<file path="config.mk">
export PLATFORM = sky130hd
export DESIGN_NAME = mem_arbiter
export DESIGN_NICKNAME = d
export VERILOG_FILES = /design/src/rtl/mem_arb_pkg.sv /design/src/rtl/mem_arbiter_starve_counter.sv /design/src/rtl/mem_arbiter.sv
export SDC_FILE = /design/constraint.sdc
export NUM_CORES = 1
export LEC_CHECK = 0
export ABC_AREA = 1
export BUFFER_PORTS_ARGS = -buffer_cell sky130_fd_sc_hd__buf_2
export CAP_MARGIN = 20
export CORE_ASPECT_RATIO = 1.25
export CORE_MARGIN = 2
export CORE_UTILIZATION = 25
export DETAILED_ROUTE_END_ITERATION = 8
export HOLD_SLACK_MARGIN = 0.03
export SYNTH_ARGS = -nofsm -noshare
export SYNTH_HDL_FRONTEND = slang
export SYNTH_SLANG_ARGS = --single-unit
</file>
<file path="constraint.sdc">
create_clock -name clk -period 2.2 [get_ports clk]
set_input_delay 0.44 -clock clk [delete_from_list [all_inputs] [get_ports clk]]
set_output_delay 0.44 -clock clk [all_outputs]
set_load 0.02 [all_outputs]
</file>
<file path="src/rtl/mem_arb_pkg.sv">
// Shared types for the unified memory port arbiter.
// Owner encodings and the FSM state enum live here.
package mem_arb_pkg;

    typedef enum logic [1:0] {
        IDLE    = 2'd0,
        BUSY_IF = 2'd1,
        BUSY_DM = 2'd2
    } arb_state_t;

    localparam logic ARB_SRC_IF = 1'b0;
    localparam logic ARB_SRC_DM = 1'b1;

    function automatic arb_state_t busy_state(input logic src);
        return (src == ARB_SRC_DM) ? BUSY_DM : BUSY_IF;
    endfunction

endpackage

</file>
<file path="src/rtl/mem_arbiter_starve_counter.sv">
// Saturating count of consecutive data grants made while fetch waits.
// Clear has priority over increment.
module starve_counter #(
    parameter  int MAX = 4,
    localparam int W   = $clog2(MAX + 1)
) (
    input  logic         clk,
    input  logic         rst,
    input  logic         i_inc,
    input  logic         i_clr,
    output logic         o_sat,
    output logic [W-1:0] o_count
);

    logic [W-1:0] r_count;
    logic         w_sat;

    assign w_sat   = (r_count == W'(MAX));
    assign o_sat   = w_sat;
    assign o_count = r_count;

    always_ff @(posedge clk) begin
        if (rst) begin
            r_count <= '0;
        end else if (i_clr) begin
            r_count <= '0;
        end else if (i_inc && !w_sat) begin
            r_count <= r_count + 1'b1;
        end
    end

endmodule

</file>
<file path="src/rtl/mem_arbiter.sv">
// Arbiter/sequencer for the memory port shared by fetch and load/store.
// Data wins unless fetch has waited through MAX_DATA_BURST data grants.
module mem_arbiter
    import mem_arb_pkg::*;
#(
    parameter int ADDR_WIDTH     = 32,
    parameter int DATA_WIDTH     = 32,
    parameter int MAX_DATA_BURST = 4
) (
    input  logic                    clk,
    input  logic                    rst,
    input  logic                    if_req,
    input  logic [ADDR_WIDTH-1:0]   if_addr,
    output logic [DATA_WIDTH-1:0]   if_rdata,
    output logic                    if_valid,
    output logic                    if_stall,
    input  logic                    dm_req,
    input  logic                    dm_we,
    input  logic [ADDR_WIDTH-1:0]   dm_addr,
    input  logic [DATA_WIDTH-1:0]   dm_wdata,
    input  logic [DATA_WIDTH/8-1:0] dm_wstrb,
    output logic [DATA_WIDTH-1:0]   dm_rdata,
    output logic                    dm_valid,
    output logic                    dm_stall,
    output logic                    mem_req,
    output logic                    mem_we,
    output logic [ADDR_WIDTH-1:0]   mem_addr,
    output logic [DATA_WIDTH-1:0]   mem_wdata,
    output logic [DATA_WIDTH/8-1:0] mem_wstrb,
    input  logic                    mem_ack,
    input  logic [DATA_WIDTH-1:0]   mem_rdata
);

    localparam int SW = DATA_WIDTH / 8;
    localparam int CW = $clog2(MAX_DATA_BURST + 1);

    arb_state_t            r_state;
    logic                  r_mem_req;
    logic                  r_mem_we;
    logic [ADDR_WIDTH-1:0] r_mem_addr;
    logic [DATA_WIDTH-1:0] r_mem_wdata;
    logic [SW-1:0]         r_mem_wstrb;

    logic          w_idle;
    logic          w_sat;
    logic          w_grant_if;
    logic          w_grant_dm;
    logic          w_src;
    logic          w_inc;
    logic          w_clr;
    logic [CW-1:0] w_count;

    // Only IDLE samples requests, so the ack cycle never re-grants.
    assign w_idle     = (r_state == IDLE);
    assign w_grant_if = w_idle & if_req & (~dm_req | w_sat);
    assign w_grant_dm = w_idle & dm_req & ~w_grant_if;
    assign w_src      = w_grant_dm ? ARB_SRC_DM : ARB_SRC_IF;
    assign w_inc      = w_grant_dm & if_req;
    assign w_clr      = w_grant_if | (w_grant_dm & ~if_req);

    starve_counter #(
        .MAX (MAX_DATA_BURST)
    ) u_starve (
        .clk     (clk),
        .rst     (rst),
        .i_inc   (w_inc),
        .i_clr   (w_clr),
        .o_sat   (w_sat),
        .o_count (w_count)
    );

    always_ff @(posedge clk) begin
        if (!rst) begin
            assert (w_count <= CW'(MAX_DATA_BURST));
        end
    end

    always_ff @(posedge clk) begin
        if (rst) begin
            r_state     <= IDLE;
            r_mem_req   <= 1'b0;
            r_mem_we    <= 1'b0;
            r_mem_addr  <= '0;
            r_mem_wdata <= '0;
            r_mem_wstrb <= '0;
        end else begin
            unique case (r_state)
                IDLE: begin
                    if (w_grant_if || w_grant_dm) begin
                        r_state     <= busy_state(w_src);
                        r_mem_req   <= 1'b1;
                        r_mem_we    <= w_grant_dm & dm_we;
                        r_mem_addr  <= w_grant_dm ? dm_addr : if_addr;
                        r_mem_wdata <= w_grant_dm ? dm_wdata : '0;
                        r_mem_wstrb <= w_grant_dm ? dm_wstrb : '0;
                    end
                end
                BUSY_IF, BUSY_DM: begin
                    if (mem_ack) begin
                        r_state   <= IDLE;
                        r_mem_req <= 1'b0;
                    end
                end
                default: begin
                    r_state   <= IDLE;
                    r_mem_req <= 1'b0;
                end
            endcase
        end
    end

    assign if_valid = (r_state == BUSY_IF) & mem_ack;
    assign dm_valid = (r_state == BUSY_DM) & mem_ack;
    assign if_rdata = mem_rdata;
    assign dm_rdata = mem_rdata;
    assign if_stall = if_req & ~if_valid;
    assign dm_stall = dm_req & ~dm_valid;

    assign mem_req   = r_mem_req;
    assign mem_we    = r_mem_we;
    assign mem_addr  = r_mem_addr;
    assign mem_wdata = r_mem_wdata;
    assign mem_wstrb = r_mem_wstrb;

endmodule

</file>
Word level (Yosys, flattened, before mapping)
Index checks and enable logic that the tools add are counted.
{ "word_totals": {"regBits": 75, "input_bits": 138, "output_inout_bits": 138, "wordCells": 50} }
{ "op_classes": {"add_sub_neg": 1, "eq_ne": 5, "mux": 11, "bitwise_logic": 18, "n_reduce_logical": 8} }
{ "op_table": {"columns": ["operator", "count"], "rows": [
  ["$mux 32", 2],
  ["$and 1x1->1", 11],
  ["$mux 2", 3],
  ["$not 1->1", 5],
  ["$mux 4", 1],
  ["$pmux 2 s2", 1],
  ["$reduce_and 2->1", 2],
  ["$reduce_or 2->1", 2],
  ["$add 3x1->3 const B", 1],
  ["$eq 3x3->1 const B", 1],
  ["$mux 1", 3],
  ["$eq 2x1->1 const B", 1],
  ["$eq 2x2->1 const B", 1],
  ["$logic_not 2->1", 1],
  ["$ne 2x1->1 const B", 1],
  ["$ne 2x2->1 const B", 1],
  ["$or 1x1->1", 2],
  ["$pmux 1 s2", 1],
  ["$logic_and 1x1->1", 1],
  ["$logic_not 1->1", 1],
  ["$logic_or 1x1->1", 1]
]} }

Logic depth before layout (Yosys ltp)
Gate-level depths: netlist (run 1).
{ "logic_depth": {"depth_word": 9, "mapped_depth": 9, "ltp_nobuf": 8} }

Hierarchy
Synthesis (run 1) repeated with hierarchy kept, for this count alone.
{ "unflattened": {"cells_unflattened": 474, "hier_area_um2": 3619.7} }
{ "modules_own_cells": {"columns": ["mod", "n_inst", "cells_each", "area_each_um2", "seq_area_each_um2"], "rows": [
  ["mem_arbiter", 1, 447, 3444.6, 1441.4],
  ["starve_counter", 1, 27, 175.2, 60.1]
]} }

Least setup slack after synthesis (run 1)
No wires, ideal clock.
{ "synth_timing": {"path_type": "reg2out", "from": "register r_state[0]", "to": "output port dm_stall", "arrival_time_ps": 1022, "required_ps": 1760, "slack_ps": 738, "path_stages_with_launch": 6, "path_buffers": 0, "cell_sequence": "dfxtp_1 -> inv_1 -> ha_1 -> nand2_1 -> inv_1 -> nor2_1"} }
{ "synth_between": {"elab_chain_len": 4} }
{ "synth_rtl": {"columns": ["item", "line_no", "rtl"], "rows": [
  ["from (decl)", "mem_arbiter.sv:37", "arb_state_t r_state;"],
  ["from (signal assigned)", "mem_arbiter.sv:90", "r_state <= busy_state(w_src);"],
  ["$eq 2x2->1", "mem_arbiter.sv:113", "assign dm_valid = (r_state == BUSY_DM) & mem_ack;"],
  ["$and 1x1->1", "mem_arbiter.sv:113", null],
  ["named net dm_valid", "mem_arbiter.sv:23", "output logic dm_valid,"],
  ["$not 1->1", "mem_arbiter.sv:117", "assign dm_stall = dm_req & ~dm_valid;"],
  ["$and 1x1->1", "mem_arbiter.sv:117", null],
  ["to (decl)", "mem_arbiter.sv:24", "output logic dm_stall,"]
]} }
The timed path passes the listed nets, and every way through them passes these cells.

Worst setup path in the final report (run 1)
{ "layout_timing": {"from": "register r_state[0]", "to": "output port dm_stall"} }
{ "layout_between": {"elab_chain_len": 4} }
{ "layout_rtl": {"columns": ["item", "line_no"], "rows": [
  ["$eq 2x2->1", "mem_arbiter.sv:113"],
  ["$and 1x1->1", "mem_arbiter.sv:113"],
  ["$not 1->1", "mem_arbiter.sv:117"],
  ["$and 1x1->1", "mem_arbiter.sv:117"]
]} }
Every way passes these cells.

==> flow_summary.toml, run 1 <==
[outcome]
status = "complete, no violations"

[clocking]
htreeDepth = 3
clk_pin_slew_worst_paths_ns = 0.07
numCtsBuffers = 9
root_buffer = "clkbuf_16"
hold_buffers = 0
clk_latency_ns = 0.34
clock_path_buffers = 2
cts_tree = "yes"
cts_resized = 0
clock_sinks = 75
cts_setup_buffers = 0

[timing]
whs_ns = 0.342
slew_headroom = 0.663
rsz0062_at_grt = "false"
drv_slew = 0
fmax_ghz = 0.582
hold_viol_final = 0
finalSetupViolCount = 0
min_period_over_period = 0.781
tns_ns = 0
worst_pin_slew_ns = 0.506
min_period_ns = 1.72
fin_skew_ns = 0.00622

[global_route]
grt_pass1_vias = 3282
grt_pass1_wl_mm = 17.6
grt_max_degree = 40
antenna_found_initial = 0
grt.total_usage = 0.146
grt_overflow = 0

[critical_path]
r2r_end = "mem_addr[28]"
r2r-start = "r_state[0]"
path_delay_family = "flip-flops"
cp_num_buf_inv = 3
path_cells = "inv_1 > ha_1 > nand2_1 > inv_1 > nor2_1 > buf_2"
startpoint_type = "register"
cp_data_arrival_time_ns = 1.28
r2r_setup_slack_ns = 0.48
worstPathRequired_ns = 1.76
path_max_fanout = 3
worst_path_max_delay_cell = "dfxtp_1"
worstSetupPathType = "reg -> out"
reg2reg_depth = 8
crit_path_end_kind = "output pin"
cp_common_cell = "inv_1"
critPathMaxStageDelay_ns = 0.35

[detailed_routing]
ant_nets = 0
routedWlPerCell_um = 15.5
drcViolationCount = 0
vias = 3409
drtIter0Drc = 234
drtPass1Iterations = 4
wl_mm = 11.6
routed_via_density = 4.54

[die]
num_io_pins = 276
initial_core_util = 0.255
core-area_um2 = 14300
num_rows = 49
die-area_um2 = 15600
fp.dieW_um = 112
die_h_um = 139

[power]
sw_frac_of_total = 0.406
ir_worst_vdd_v = 0.000450
internal_power_mw = 3.43
clockPowerShare = 0.288
seqPwrFrac = 0.324
powerDensity_nw_per_um2 = 1280
p_switching_mw = 2.34
power_frac_comb = 0.388
leakagePower_nw = 2.15

[final_layout]
mostFrequentLayoutCells = "buf_2, nand2_1, dfxtp_1, a21oi_1, o21ai_0"
area_growth_syn_to_layout_pct = 23.4
antenna_cells = 0
finalNetCount = 711
layout_commonest_cell = "buf_2"
drive_gt1_frac = 0.403

[yosys]
syn_nets = 607
yosys_register_bits = 75
synth_area_um2 = 3660
avgSynthCellArea_um2 = 7.88
synth_compound_area_frac = 0.202
synthSimpleGateAreaFrac = 0.169
synth_adder_area_share = 0.0171
synth_top_family_by_area = "compound AO/OA/AOI/OAI gates"
synth_xor_area_frac = 0.00239
synthDistinctLibCells = 22
synthTopCellsByArea = "dfxtp_1, buf_4, a21oi_1, nand2_1, o21ai_0"
yosysWarnings = 0
synth_top_cell_by_area = "dfxtp_1"
synth_seq_area_share = 0.410
netlist_instances = 464
synthMuxAreaShare = 0
synth_top_cell_area_share = 0.410

[flow_run]
cap_violations = 0

[hold_path]
min_path_cells = 3
hold_start = "if_addr[18]"
hp-class = "in -> reg"
hold_end = "mem_addr[18]"

[placed_design]
io_buffers = 179
gp_congestion = 0.722
dp.final_hpwl_mm = 8.08
-- sequential cells by signal, summed over array words and instances (netlist names) --
signal	cells
mem_req	1
mem_wstrb	4
mem_wdata	32
u_starve.o_count	3
mem_we	1
r_state	2
mem_addr	32
-- area by class of cell --
class | instances | area (µm²)
multi-input combinational | 280 | 1430
sequential | 75 | 1500
inverter | 15 | 56.3
timing repair buffer | 187 | 968
tap | 178 | 223
fill | 1578 | 9830
clock buffer | 9 | 225
clock inverter | 7 | 108
-- power by group through the flow --
stage	combinational [mW]	clock (mW)	sequential (mW)
after floorplan	1.36	0	2.27
after global placement	2.29	0	1.89
after detailed placement	2.29	0	1.88
after CTS	2.28	1.73	1.87
after global routing	2.49	1.79	1.91
final	2.24	1.66	1.87
-- metal layers --
layer	wire length, µm	global-route usage
met5	0	0
met4	791	0.108
met3	1290	0.0632
met2	5120	0.222
met1	4440	0.160
-- through the flow --
| stage | setup slack (ns) | total power [mW] | cell area, µm² | std cells | utilization |
|---|---|---|---|---|---|
| after CTS | 0.445 | 5.88 | 4510 | 751 | 0.315 |
| after global routing | 0.240 | 6.19 | 4510 | 751 | 0.315 |
| after floorplan | 0.738 | 3.64 | 3660 | 464 | - |
| final | 0.483 | 5.77 | 4510 | 751 | 0.315 |
| after detailed placement | 0.459 | 4.17 | 4180 | 735 | 0.291 |
| after global placement | 0.480 | 4.17 | 4180 | 735 | 0.291 |
-- cell usage after synthesis (all sizes together) --
cell type / number
a21oi: 75
ha: 5
buf: 85
nand2: 91
o211ai: 1
inv: 15
o21ai: 64
xor2: 1
nor2: 4
dfxtp: 75
clkbuf: 9
nand3: 39
-- worst reg2reg max path: stages (launching register included) --
cell	delay (ns)
dfxtp_1	0.35
inv_1	0.07
ha_1	0.25
nand2_2	0.12
inv_2	0.05
nand2_2	0.10
buf_4	0.39
o21ai_0	0.17
a21oi_1	0.16
-- how the worst max path moves through the flow --
| stage | start | end | depth (start not counted) |
|---|---|---|---|
| floorplan | r_state[0] | dm_stall | 5 |
| finish | r_state[0] | dm_stall | 6 |
| detailed placement | r_state[0] | u_starve.o_count[0] | 8 |
| CTS | r_state[0] | dm_stall | 6 |
| global route | r_state[0] | mem_addr[28] | 8 |
| global placement | r_state[0] | u_starve.o_count[1] | 8 |
-- kinds of logic (layout without fill, tap and decap cells) --
kind of cell	after synthesis	after routing
buffers and inverters	109	218
AO/OA/AOI/OAI	140	140
AND/OR/NAND/NOR	134	134
adder cells (fa/ha/maj)	5	5
XOR/XNOR	1	1
flip-flops	75	75
No activity file was read; power rests on OpenSTA's default activity.
==> run 2, diff against run 1 <==
==> constraint.sdc (replaced) <==
create_clock -name clk -period 1.6 [get_ports clk]
set_input_delay 0.32 -clock clk [delete_from_list [all_inputs] [get_ports clk]]
set_output_delay 0.32 -clock clk [all_outputs]
set_load 0.02 [all_outputs]
==> run 2 against run 1 <==
Utilization up 1.3 points. Via count increased by 0.76%. Die area did not move. Routed wire length fell by 0.62%. Sequential power grew 37%. First-iteration DRC count is 59% lower. Clock power up 35%. Hold slack got worse by 0.12 ns. Setup slack got worse by 0.45 ns. Clock-buffer cell count is the same. Clock skew is essentially flat. Largest power group unchanged. Highest routed layer unchanged.
==> flow_summary.toml, run 2 (same netlist as run 1, synthesis figures left out) <==
[outcome]
status = "complete, no violations"

[global_route]
grt_max_degree = 40
grt_pass1_vias = 3279
antenna_found_initial = 0
grt.total_usage = 0.143
grt_overflow = 0
grt_pass1_wl_mm = 17.3

[critical_path]
crit_path_end_kind = "output pin"
worstSetupPathType = "reg -> out"
r2r-start = "r_state[1]"
cp_data_arrival_time_ns = 1.25
path_max_fanout = 2
reg2reg_depth = 10
r2r_setup_slack_ns = 0.09
r2r_end = "r_state[0]"
startpoint_type = "register"
worstPathRequired_ns = 1.28

[power]
power_frac_comb = 0.413
leakagePower_nw = 2.24
powerDensity_nw_per_um2 = 1750
clockPowerShare = 0.273
p_switching_mw = 3.24
ir_worst_vdd_v = 0.000665
sw_frac_of_total = 0.395
seqPwrFrac = 0.313
finalPower_mw = 8.21
internal_power_mw = 4.97

[timing]
finalSetupViolCount = 0
fin_skew_ns = 0.00653
worst_pin_slew_ns = 0.496
hold_viol_final = 0
min_period_over_period = 0.978
slew_headroom = 0.669
rsz0062_at_grt = "true"
drv_slew = 0
fmax_ghz = 0.639
tns_ns = 0
min_period_ns = 1.57

[die]
fp.dieW_um = 112
die_h_um = 139
num_io_pins = 276
die-area_um2 = 15600
core-area_um2 = 14300
num_rows = 49
initial_core_util = 0.255

[detailed_routing]
drcViolationCount = 0
drtPass1Iterations = 4
wl_mm = 11.6
routed_via_density = 4.51
routedWlPerCell_um = 15.2
vias = 3435
drtIter0Drc = 96
ant_nets = 0

[flow_run]
cap_violations = 0

[final_layout]
fin_util = 0.328
layout_commonest_cell = "buf_2"
finalNetCount = 722
stdcell_count = 762
antenna_cells = 0
area_growth_syn_to_layout_pct = 28.5
mostFrequentLayoutCells = "buf_2, nand2_1, dfxtp_1, a21oi_1, o21ai_0"
drive_gt1_frac = 0.428

[hold_path]
hold_start = "if_addr[2]"
hp-class = "in -> reg"
hold_end = "mem_addr[2]"
min_path_cells = 3

[clocking]
hold_buffers = 0
cts_setup_buffers = 0
clk_latency_ns = 0.34
root_buffer = "clkbuf_16"
numCtsBuffers = 9
htreeDepth = 3
clock_sinks = 75
clock_path_buffers = 2
clk_pin_slew_worst_paths_ns = 0.06
cts_tree = "yes"

[placed_design]
dp.final_hpwl_mm = 8.53
io_buffers = 179
dp.cells = 746
gp_congestion = 0.709
==> run 2: final cells by class <==
cell class,instances,area (µm²)
Timing Repair Buffer,198,1140
Sequential cell,75,1500
Clock inverter,7,101
Clock buffer,9,225
Fill cell,1580,9650
Tap cell,178,223
Multi-Input combinational cell,280,1450
Inverter,15,56.3
==> run 2: through the flow <==
step / setup slack, ns / hold slack, ns / instance area, µm²
3_3_place_gp: 0.0807 / 0.451 / 4340
6_report: 0.0347 / 0.221 / 4700
5_1_grt: -0.0345 / 0.213 / 4700
3_5_place_dp: 0.0503 / 0.452 / 4340
4_1_cts: -0.00763 / 0.198 / 4670
2_1_floorplan: 0.177 / 0.456 / 3660
==> run 2: what timing repair did <==
item,in CTS,in global routing
pin swaps,2,3
setup endpoints to repair,1,55
gates resized for setup,4,10
hold endpoints to repair,0,0
==> run 2: routing by layer <==
metal	up-vias	track usage	wire length [µm]
met2	162	0.226	5190
met1	1491	0.150	4290
met5	-	0	0
met4	0	0.119	825
met3	70	0.0540	1260
li1	1712	-	-
==> run 2: power by group through the flow <==
stage                     clock, mW  sequential [mW]  combinational, mW
after global placement            0             2.60               3.42
after CTS                      2.32             2.57               3.44
after detailed placement          0             2.60               3.42
after floorplan                   0             3.13               1.87
final                          2.24             2.57               3.39
after global routing           2.40             2.63               3.73
==> run 2: worst max path at each step <==
stage          depth (start not counted)           end       start  slack, ns
2_1_floorplan                          8  mem_wdata[1]  r_state[0]       0.18
3_3_place_gp                          10    r_state[0]  r_state[1]       0.08
3_5_place_dp                          10    r_state[0]  r_state[1]       0.05
4_1_cts                                6      if_stall  r_state[0]     -0.008
5_1_grt                                6      if_stall  r_state[0]      -0.03
6_report                               6      if_stall  r_state[0]       0.03
==> run 2: critical path, cell delays in order, from the launching register on <==
cell     delay (ns)
dfxtp_2        0.33
buf_6          0.11
ha_2           0.16
nand2_1        0.06
inv_2          0.04
nor2_2         0.08
buf_6          0.12
